===== src/rtl/k2_order_bank_mapper_pkg.sv =====
// Shared NTT memory definitions: bank count, address-to-bank hash, control states.
// Latency: n/a (types, constants and a pure function only).
// Backpressure: n/a.
package ntt_pkg;

  localparam int BANK_BITS   = 4;    // 16 banks
  localparam int ADDR_MAX    = 32;   // widest address bank_of() accepts
  localparam int D_WIDTH_DEF = 12;   // default coefficient address width
  localparam int RADIX_K1    = 1;
  localparam int K_STAGES    = 5;
  localparam int NUM_BEATS_DEF = (1 << (RADIX_K1 * K_STAGES)) / 8;

  typedef enum logic [1:0] {
    IDLE    = 2'd0,
    COLLECT = 2'd1,
    FLUSH   = 2'd2
  } state_t;

  // Bank = sum of all BANK_BITS-wide digits, wrapped to BANK_BITS bits. The
  // address is zero-extended, so the extra high digits contribute nothing and
  // the result equals the sum of the D_WIDTH/BANK_BITS digits of the real
  // address (D_WIDTH is expected to be a multiple of BANK_BITS).
  function automatic logic [BANK_BITS-1:0] bank_of(input logic [ADDR_MAX-1:0] addr);
    logic [BANK_BITS-1:0] sum;
    sum = '0;
    for (int i = 0; i < ADDR_MAX / BANK_BITS; i++) begin
      sum = sum + addr[i*BANK_BITS +: BANK_BITS];
    end
    return sum;
  endfunction

endpackage


===== src/rtl/k2_order_bank_mapper_fifo.sv =====
// Beat FIFO: stores one mapped beat per entry; head shown combinationally.
// Latency: a write at edge t is visible at the head from t+1.
// Backpressure: write refused when full unless a read happens the same cycle.
// Ports: clk/rst, wr_en/wr_data, rd_en, rd_data (zero when empty), full, empty.
module beat_fifo #(
  parameter int WIDTH = 8,
  parameter int DEPTH = 4    // power of 2, at least 2
) (
  input  logic             clk,
  input  logic             rst,
  input  logic             wr_en,
  input  logic [WIDTH-1:0] wr_data,
  input  logic             rd_en,
  output logic [WIDTH-1:0] rd_data,
  output logic             full,
  output logic             empty
);

  localparam int AW = $clog2(DEPTH);

  logic [WIDTH-1:0] mem [DEPTH];
  logic [AW:0]      wr_ptr, rd_ptr;
  logic             rd_ok, wr_ok;

  // Extra pointer bit separates full from empty when the indices coincide.
  assign empty = (wr_ptr == rd_ptr);
  assign full  = (wr_ptr[AW] != rd_ptr[AW]) && (wr_ptr[AW-1:0] == rd_ptr[AW-1:0]);
  assign rd_ok = rd_en && !empty;
  assign wr_ok = wr_en && (!full || rd_ok);

  // Head is forced to zero when empty so outputs read as zero after reset.
  assign rd_data = empty ? '0 : mem[rd_ptr[AW-1:0]];

  always_ff @(posedge clk) begin
    if (wr_ok) mem[wr_ptr[AW-1:0]] <= wr_data;
  end

  always_ff @(posedge clk or posedge rst) begin
    if (rst) begin
      wr_ptr <= '0;
      rd_ptr <= '0;
    end else begin
      if (wr_ok) wr_ptr <= wr_ptr + 1'b1;
      if (rd_ok) rd_ptr <= rd_ptr + 1'b1;
    end
  end

endmodule


===== src/rtl/k2_order_bank_mapper.sv =====
// Maps k2 AGU address beats to {bank,row} per lane and queues them for the banked SRAM.
// Latency: capture edge t -> out_valid with head data at t+1; errors at t+1.
// Backpressure: out_ready stalls the FIFO head; a capture into a full FIFO is dropped.
// Ports: in_valid/in_done/in_addr from the AGU; out_valid/out_ready/out_bank/out_row
//        to memory; pass_done pulse; sticky conflict_err and overflow_err.
module k2_order_bank_mapper
  import ntt_pkg::*;
#(
  parameter int D_WIDTH    = D_WIDTH_DEF,
  parameter int LANES      = 16,
  parameter int BANK_BITS  = ntt_pkg::BANK_BITS,
  parameter int HOLD       = 2,
  parameter int NUM_BEATS  = NUM_BEATS_DEF,
  parameter int FIFO_DEPTH = 4
) (
  input  logic                               clk,
  input  logic                               rst,
  input  logic                               in_valid,
  input  logic                               in_done,
  input  logic [LANES*D_WIDTH-1:0]           in_addr,
  output logic                               out_valid,
  input  logic                               out_ready,
  output logic [LANES*BANK_BITS-1:0]         out_bank,
  output logic [LANES*(D_WIDTH-BANK_BITS)-1:0] out_row,
  output logic                               pass_done,
  output logic                               conflict_err,
  output logic                               overflow_err
);

  localparam int ROW_W   = D_WIDTH - BANK_BITS;
  localparam int ENTRY_W = LANES * D_WIDTH;
  localparam int PH_W    = (HOLD > 1) ? $clog2(HOLD) : 1;
  localparam int BC_W    = $clog2(NUM_BEATS + 1);

  logic [PH_W-1:0]      ph;
  logic [BC_W-1:0]      beat_cnt;
  logic                 capture;
  logic [BANK_BITS-1:0] lane_bank [LANES];
  logic [ROW_W-1:0]     lane_row  [LANES];
  logic                 conflict;
  logic [ENTRY_W-1:0]   wr_entry, head;
  logic                 fifo_full, fifo_empty, rd_en;
  logic                 in_done_q, done_rise, done_pend;
  state_t               state, state_n;

  // Capture on the last cycle of each hold window, where the AGU's registered
  // output has settled; groups beyond NUM_BEATS in a pass are ignored.
  assign capture = in_valid && (ph == PH_W'(HOLD - 1)) && (beat_cnt < BC_W'(NUM_BEATS));

  always_ff @(posedge clk or posedge rst) begin
    if (rst) begin
      ph       <= '0;
      beat_cnt <= '0;
    end else begin
      if (!in_valid || ph == PH_W'(HOLD - 1)) ph <= '0;
      else                                    ph <= ph + 1'b1;
      if (!in_valid || pass_done) beat_cnt <= '0;
      else if (capture)           beat_cnt <= beat_cnt + 1'b1;
    end
  end

  always_comb begin
    for (int i = 0; i < LANES; i++) begin
      lane_bank[i] = bank_of(ADDR_MAX'(in_addr[i*D_WIDTH +: D_WIDTH]));
      lane_row[i]  = in_addr[i*D_WIDTH + BANK_BITS +: ROW_W];
    end
  end

  // Any two lanes of one beat landing on the same bank.
  always_comb begin
    conflict = 1'b0;
    for (int i = 0; i < LANES; i++) begin
      for (int j = i + 1; j < LANES; j++) begin
        if (lane_bank[i] == lane_bank[j]) conflict = 1'b1;
      end
    end
  end

  // Entry layout: banks in the upper LANES*BANK_BITS bits, rows below.
  always_comb begin
    wr_entry = '0;
    for (int i = 0; i < LANES; i++) begin
      wr_entry[LANES*ROW_W + i*BANK_BITS +: BANK_BITS] = lane_bank[i];
      wr_entry[i*ROW_W +: ROW_W]                       = lane_row[i];
    end
  end

  assign out_valid = !fifo_empty;
  assign rd_en     = out_valid && out_ready;
  assign out_bank  = head[ENTRY_W-1 -: LANES*BANK_BITS];
  assign out_row   = head[LANES*ROW_W-1:0];

  beat_fifo #(
    .WIDTH (ENTRY_W),
    .DEPTH (FIFO_DEPTH)
  ) u_fifo (
    .clk     (clk),
    .rst     (rst),
    .wr_en   (capture),
    .wr_data (wr_entry),
    .rd_en   (rd_en),
    .rd_data (head),
    .full    (fifo_full),
    .empty   (fifo_empty)
  );

  // Done is held pending until every queued beat has left, so a beat captured
  // alongside in_done still drains before pass_done.
  assign done_rise = in_done && !in_done_q;
  assign pass_done = done_pend && fifo_empty;

  always_ff @(posedge clk or posedge rst) begin
    if (rst) begin
      in_done_q    <= 1'b0;
      done_pend    <= 1'b0;
      conflict_err <= 1'b0;
      overflow_err <= 1'b0;
      state        <= IDLE;
    end else begin
      in_done_q    <= in_done;
      done_pend    <= (done_pend && !pass_done) || done_rise;
      conflict_err <= conflict_err || (capture && conflict);
      overflow_err <= overflow_err || (capture && fifo_full && !rd_en);
      state        <= state_n;
    end
  end

  always_comb begin
    state_n = state;
    case (state)
      IDLE:    if (in_valid) state_n = COLLECT;
      COLLECT: if (done_rise) state_n = FLUSH;
               else if (!in_valid) state_n = IDLE;
      FLUSH:   if (fifo_empty) state_n = IDLE;
      default: state_n = IDLE;
    endcase
  end

endmodule


===== config.mk =====
export PLATFORM = sky130hd
export DESIGN_NAME = k2_order_bank_mapper
export DESIGN_NICKNAME = d
export VERILOG_FILES = /design/src/rtl/k2_order_bank_mapper_pkg.sv /design/src/rtl/k2_order_bank_mapper_fifo.sv /design/src/rtl/k2_order_bank_mapper.sv
export SDC_FILE = /design/constraint.sdc
export NUM_CORES = 1
export LEC_CHECK = 0
export CAP_MARGIN = 25
export CORE_MARGIN = 1
export CORE_UTILIZATION = 55
export CTS_BUF_LIST = sky130_fd_sc_hd__clkbuf_16
export CTS_CLUSTER_DIAMETER = 150
export DETAILED_ROUTE_END_ITERATION = 7
export MAX_ROUTING_LAYER = met4
export PLACE_DENSITY = 0.9
export SKIP_CTS_REPAIR_TIMING = 1
export SYNTH_ARGS = -nofsm -noshare
export SYNTH_HDL_FRONTEND = slang
export SYNTH_SLANG_ARGS = --single-unit

===== constraint.sdc =====
create_clock -name clk -period 11 [get_ports clk]
set_clock_uncertainty 0.1 [all_clocks]
set_input_delay 2.75 -clock clk [delete_from_list [all_inputs] [get_ports clk]]
set_output_delay 2.75 -clock clk [all_outputs]
set_load 0.03 [all_outputs]

# == Yosys cells after proc, flatten, opt, wreduce, memory -nomap -nowiden ==
# Memories as Yosys holds them, arrays and structs flattened.
# Cells that the tools add are included.
# totals
ram_bits,768
regBits,14
memories,1
word_cells,320
in_bits,197
output_inout_bits,196
# classes
n_mux,126
n_reduce_logical,25
order_cmp,1
n_eq_ne,123
addsub,36
# memory_table
memory,depth,word_bits,rd,rd_clocked_by_memory_dff,wr,line_no,source
u_fifo.mem,4,192,1,0,1,k2_order_bank_mapper_fifo.sv:21,logic [WIDTH-1:0] mem [DEPTH];
# ops
operator,n
4-bit == test,120
192-bit 2-to-1 mux,1
4-bit adder,32
1-bit 2-to-1 mux,123
1-bit logical AND,12
"3-bit by 1-bit adder with 3-bit output, second input constant",3
1-bit logical NOT,6
1-bit logical OR,6
3-bit 2-to-1 mux,2
3-bit == test,1
"3-bit < comparator, second input constant",1
2-bit == test,1
2-bit nonzero test,1
"1-bit adder, second input constant",1
1-bit != test,1

# == Logic depth before layout (Yosys ltp) ==
# logic_depth
word_depth,125
depth_mapped,15
mapped_depth_nobuf,14

# == Hierarchy ==
# A second synthesis with hierarchy kept.
# hier_totals
cells_unflattened,2225
hier_area_um2,37698.7
# by_module_without_submodules
module,area_per_inst_um2,seq_area_each_um2,cells_each,n_inst
beat_fifo,29449.5,23212.3,1253,1
k2_order_bank_mapper,8249.2,200.2,972,1

# == Worst setup path after synthesis ==
# No wires, ideal clock.
# synth_timing
path_type,in2reg
start,in in_valid
end,mem u_fifo.mem[3][0] in the netlist's numbering (enable)
path_buffers,1
arrival_ns,7.871
path_slack_ns,2.452
cell_stages,4
setup_time_ns,0.577
required_ns,10.323
cell_sequence,and3b_1 -> clkbuf_1 -> nor2b_1 -> and2_1
# synth_between
elab_chain_len,5
# synth_lines
element,line_no,source
"start, declared",k2_order_bank_mapper.sv:18,"input logic in_valid,"
1-bit logical AND (2 in a row),k2_order_bank_mapper.sv:48,assign capture = in_valid && (ph == PH_W'(HOLD - 1)) && (beat_cnt < BC_W'(NUM_BEATS));
1-bit logical AND,k2_order_bank_mapper_fifo.sv:29,assign wr_ok = wr_en && (!full || rd_ok);
1-bit 2-to-1 mux,k2_order_bank_mapper_fifo.sv:35,if (wr_ok) mem[wr_ptr[AW-1:0]] <= wr_data;
1-bit 2-to-1 mux (not written as such),k2_order_bank_mapper_fifo.sv:35,
"end, declared",k2_order_bank_mapper_fifo.sv:21,
# No other way between the ends.

# == Final worst setup path ==
# layout_timing
start,in in_addr[53]
end,reg conflict_err
# layout_between
elab_chain_len,122
elab_cells_between_ends,136
classes_between,add/sub (2); eq/ne (15); mux (117); reduce/logical (2)
# layout_lines
element,line_no,source
"start, declared",k2_order_bank_mapper.sv:20,"input logic [LANES*D_WIDTH-1:0] in_addr,"
4-bit adder (*) (2 in a row),k2_order_bank_mapper_pkg.sv:27,sum = sum + addr[i*BANK_BITS +: BANK_BITS];
4-bit == test,k2_order_bank_mapper.sv:74,if (lane_bank[i] == lane_bank[j]) conflict = 1'b1;
1-bit 2-to-1 mux (61 in a row),k2_order_bank_mapper.sv:74,
1-bit 2-to-1 mux (*) (56 in a row),k2_order_bank_mapper.sv:74,
1-bit logical AND (*),k2_order_bank_mapper.sv:122,conflict_err <= conflict_err || (capture && conflict);
1-bit logical OR (*),k2_order_bank_mapper.sv:122,
"end signal, assigned",k2_order_bank_mapper.sv:122,
"end, declared",k2_order_bank_mapper.sv:26,"output logic conflict_err,"
# Mark *: on every way between the ends. The rest lies on a longest branch, timed or not.
# A chain may end at the register's enable or synchronous reset.

==> metrics <==
run status=completed; Core ar.=67,500 um2; post-synthesis cell count=2,241; largest net degree at the start of global routing=110; # nets final=2,889; CP Data Arrival Time=7640 ps; Hold Vio Cnt, Final=0; Syn Std Cell Area=37,700 um2; most frequent cells in the layout=768 x edfxtp_1, 392 x clkdlybuf4s50_1, 262 x xnor2_1; max cap viols=0; Post-DP HPWL=59,500 um; initial core utilization=55.8%; Tot Pwr=13.2 mW; reg2reg setup slack=6360 ps; via count=21,700; Peak VDD IR=255 uV; I/O pin count=393; CP Buf/Inv Count=2; Synth cell types=56; per-cell routed wire length=27.5 um; crit-path max cell delay=810 ps; Least-Margin Pin Slew=1040 ps; # port buffers=392; DRT Pass-1 Iters=5; depth of the most critical reg-to-reg path=7; Min-Delay Path Depth=1; synth-to-layout area growth=19.5%; Setup Crit Path Kind=in -> reg; Routed WL=97,500 um; PD cells=292 nW/um2; Synth Register Bits=782; htree depth=3; switch share=39.9%; Die ar.=69,500 um2; initial antenna violation count=0; LEAKAGE=14.8 nW; Synth Flop Type=edfxtp_1; Mapped Nets=2,524; clock-pin slew on the worst setup and hold paths=60 ps; clock network latency to the later pin of the worst-skew pair=630 ps; ANT nets after route=0; Seq pwr share=28.5%; CTS tree=built; 1st-iter DRT viols=2,024; Post-Layout Cell Count=3,541; Total GRT Usage=29.3%; syn avg cell area=16.8 um2; first-pass GRT wire length=147,000 um; RSZ-0062 raised after global routing=no; Slowest cell on crit path=xor2_2; Sink Count=782; number of synthesized flops with an enable pin=768; Core Rows=95; asr flop ratio synth=1.79%; CP Cell Sequence=clkdlybuf4s50_1 -> fa_1 -> ha_1 -> fa_1 -> xor3_1 -> xor2_2 -> inv_2 -> a221oi_1 -> o22ai_1 -> or4_1 -> nor4_1 -> a31oi_1; HP Class=reg -> reg; global route overflow=0; drt via density=6.12; Setup violations, final=0; cts bufs inserted=80; most frequent CP cell=fa_1; Comb power frac=52.0%; synthesis warning total=0; FF-to-FF End=u_fifo.mem[0][65]$_DFFE_PP_; Max Slew Vio Count=0; Tcrit/Tclk final=65.9%; Max transition margin=30.6%; DRC=0; die span in x=264 um; layout cells sized above 1=15.4%; Sw Pwr=5.26 mW; crit path capture type=flip-flop; vias in the first global route=22,900; root buf cell=clkbuf_16; worst hold start=u_fifo.wr_ptr[2]$_DFFE_PP0P_; Cells after DPL=3,395; Int Pwr=7.91 mW; routability cong.=0.968; Worst Path Required=11,390 ps; worst reg2reg startpoint=u_fifo.rd_ptr[0]$_DFFE_PP0P_; total negative setup slack=0 ps; clock share of power=19.4%; sequential share of the synthesized area=62.2%; crit path time final=7250 ps; Hold Path End=u_fifo.wr_ptr[2]$_DFFE_PP0P_; crit-path max FO=15; Crit path max-delay family=XOR/XNOR gates; Worst setup SP type=input pin; commonest non-fill, non-tap cell in the layout=edfxtp_1; Max Root-Sink Buffers=3; Fmax=0.138 GHz; diode count=0; Die H=264 um
kinds of logic (layout without fill, tap and decap cells):
| kind of cell | count (synthesis) | after routing | synth area share (%) |
|---|---|---|---|
| adder cells (fa/ha/maj) | 86 | 86 | 4.13 |
| buffers and inverters | 239 | 666 | 2.80 |
| flip-flops | 782 | 782 | 62.2 |
| XOR/XNOR | 428 | 428 | 10.8 |
| AO/OA/AOI/OAI | 140 | 140 | 2.85 |
| multiplexers | 196 | 196 | 11.6 |
| AND/OR/NAND/NOR | 370 | 370 | 5.61 |
flip-flops by register name, summed over array words and instances (netlist names):
signal	cells
u_fifo.rd_ptr	3
beat_cnt	3
ph	1
done_pend	1
conflict_err	1
u_fifo.mem	768
overflow_err	1
in_done_q	1
u_fifo.wr_ptr	3
worst reg2reg max path, stage by stage, from the launching register on:
cell and delay (ps):
dfrtp_4 1060, xnor2_1 300, nand2_1 120, nor3_1 80
nor2b_1 440, and2_4 580, buf_4 630, buf_4 870
cell type report:
class	count	area [um2]
clock buffer	81	2030
fill	4346	22500
clock inverter	63	447
sequential	782	23400
timing repair buffer	468	4610
tap	873	1090
multi-input combinational	1220	13200
inverter	54	205
metrics by stage:
step | utilization (%) | worst slack (ps) | cell area (um2) | hold WS [ps]
3_3_place_gp | 62.9 | 3360 | 42400 | 333
3_5_place_dp | 62.9 | 3280 | 42500 | 361
4_1_cts | 66.6 | 3770 | 45000 | 400
6_report | 66.7 | 3750 | 45000 | 400
5_1_grt | 66.7 | 3490 | 45000 | 418
2_1_floorplan | - | 2450 | 37700 | 317
synth_stat cells (3+ instances only):
master	n	area [um2]
xor2_1	141	1230
nand2_1	8	30.0
inv_1	44	165
or4_1	3	22.5
edfxtp_1	768	23100
buf_6	3	33.8
inv_2	7	26.3
nor3_1	50	250
buf_1	21	78.8
nand3_1	77	385
ha_1	22	275
and2_1	196	1230
dfrtp_1	14	350
o221ai_1	31	272
o21ai_0	7	35.0
a21oi_1	3	15.0
clkbuf_1	71	267
o22ai_1	48	300
a221oi_1	28	245
xor2_2	5	81.3
buf_2	87	435
xnor2_1	262	2290
a221oi_2	4	60.1
nand4_1	13	81.3
mux4_2	192	4320
a22oi_1	6	45.0
nor2_1	14	52.6
xor3_1	13	309
fa_1	64	1280
worst max-delay path by stage:
stage / startpoint / endpoint / slack [ps] / cells after the start
detailed placement: in_addr[53] / conflict_err$_DFF_PP0_ / 3280 / 12
global placement: in_addr[53] / conflict_err$_DFF_PP0_ / 3360 / 12
global route: in_addr[53] / conflict_err$_DFF_PP0_ / 3490 / 12
floorplan: in_valid / u_fifo.mem[3][0]$_DFFE_PP_ / 2450 / 4
finish: in_addr[53] / conflict_err$_DFF_PP0_ / 3750 / 12
CTS: u_fifo.rd_ptr[1]$_DFFE_PP0P_ / out_bank[34] / 3770 / 5
power groups by stage:
stage / clock [mW] / combinational, mW / sequential [mW]
after detailed placement: 0 / 6.81 / 3.82
after CTS: 2.61 / 6.86 / 3.76
after global routing: 2.73 / 7.19 / 3.78
after global placement: 0 / 6.72 / 3.80
after floorplan: 0 / 4.43 / 3.75
final: 2.56 / 6.84 / 3.76
metal layers:
metal	routed length, um	part of all wire, %	global-route usage, %
met2	50000	51	47.9
met5	0	0	-
met4	2610	2.7	8.61
met1	38300	39	38.0
met3	6580	6.7	4.85
Note: power is estimated with default switching activity, not from simulation.
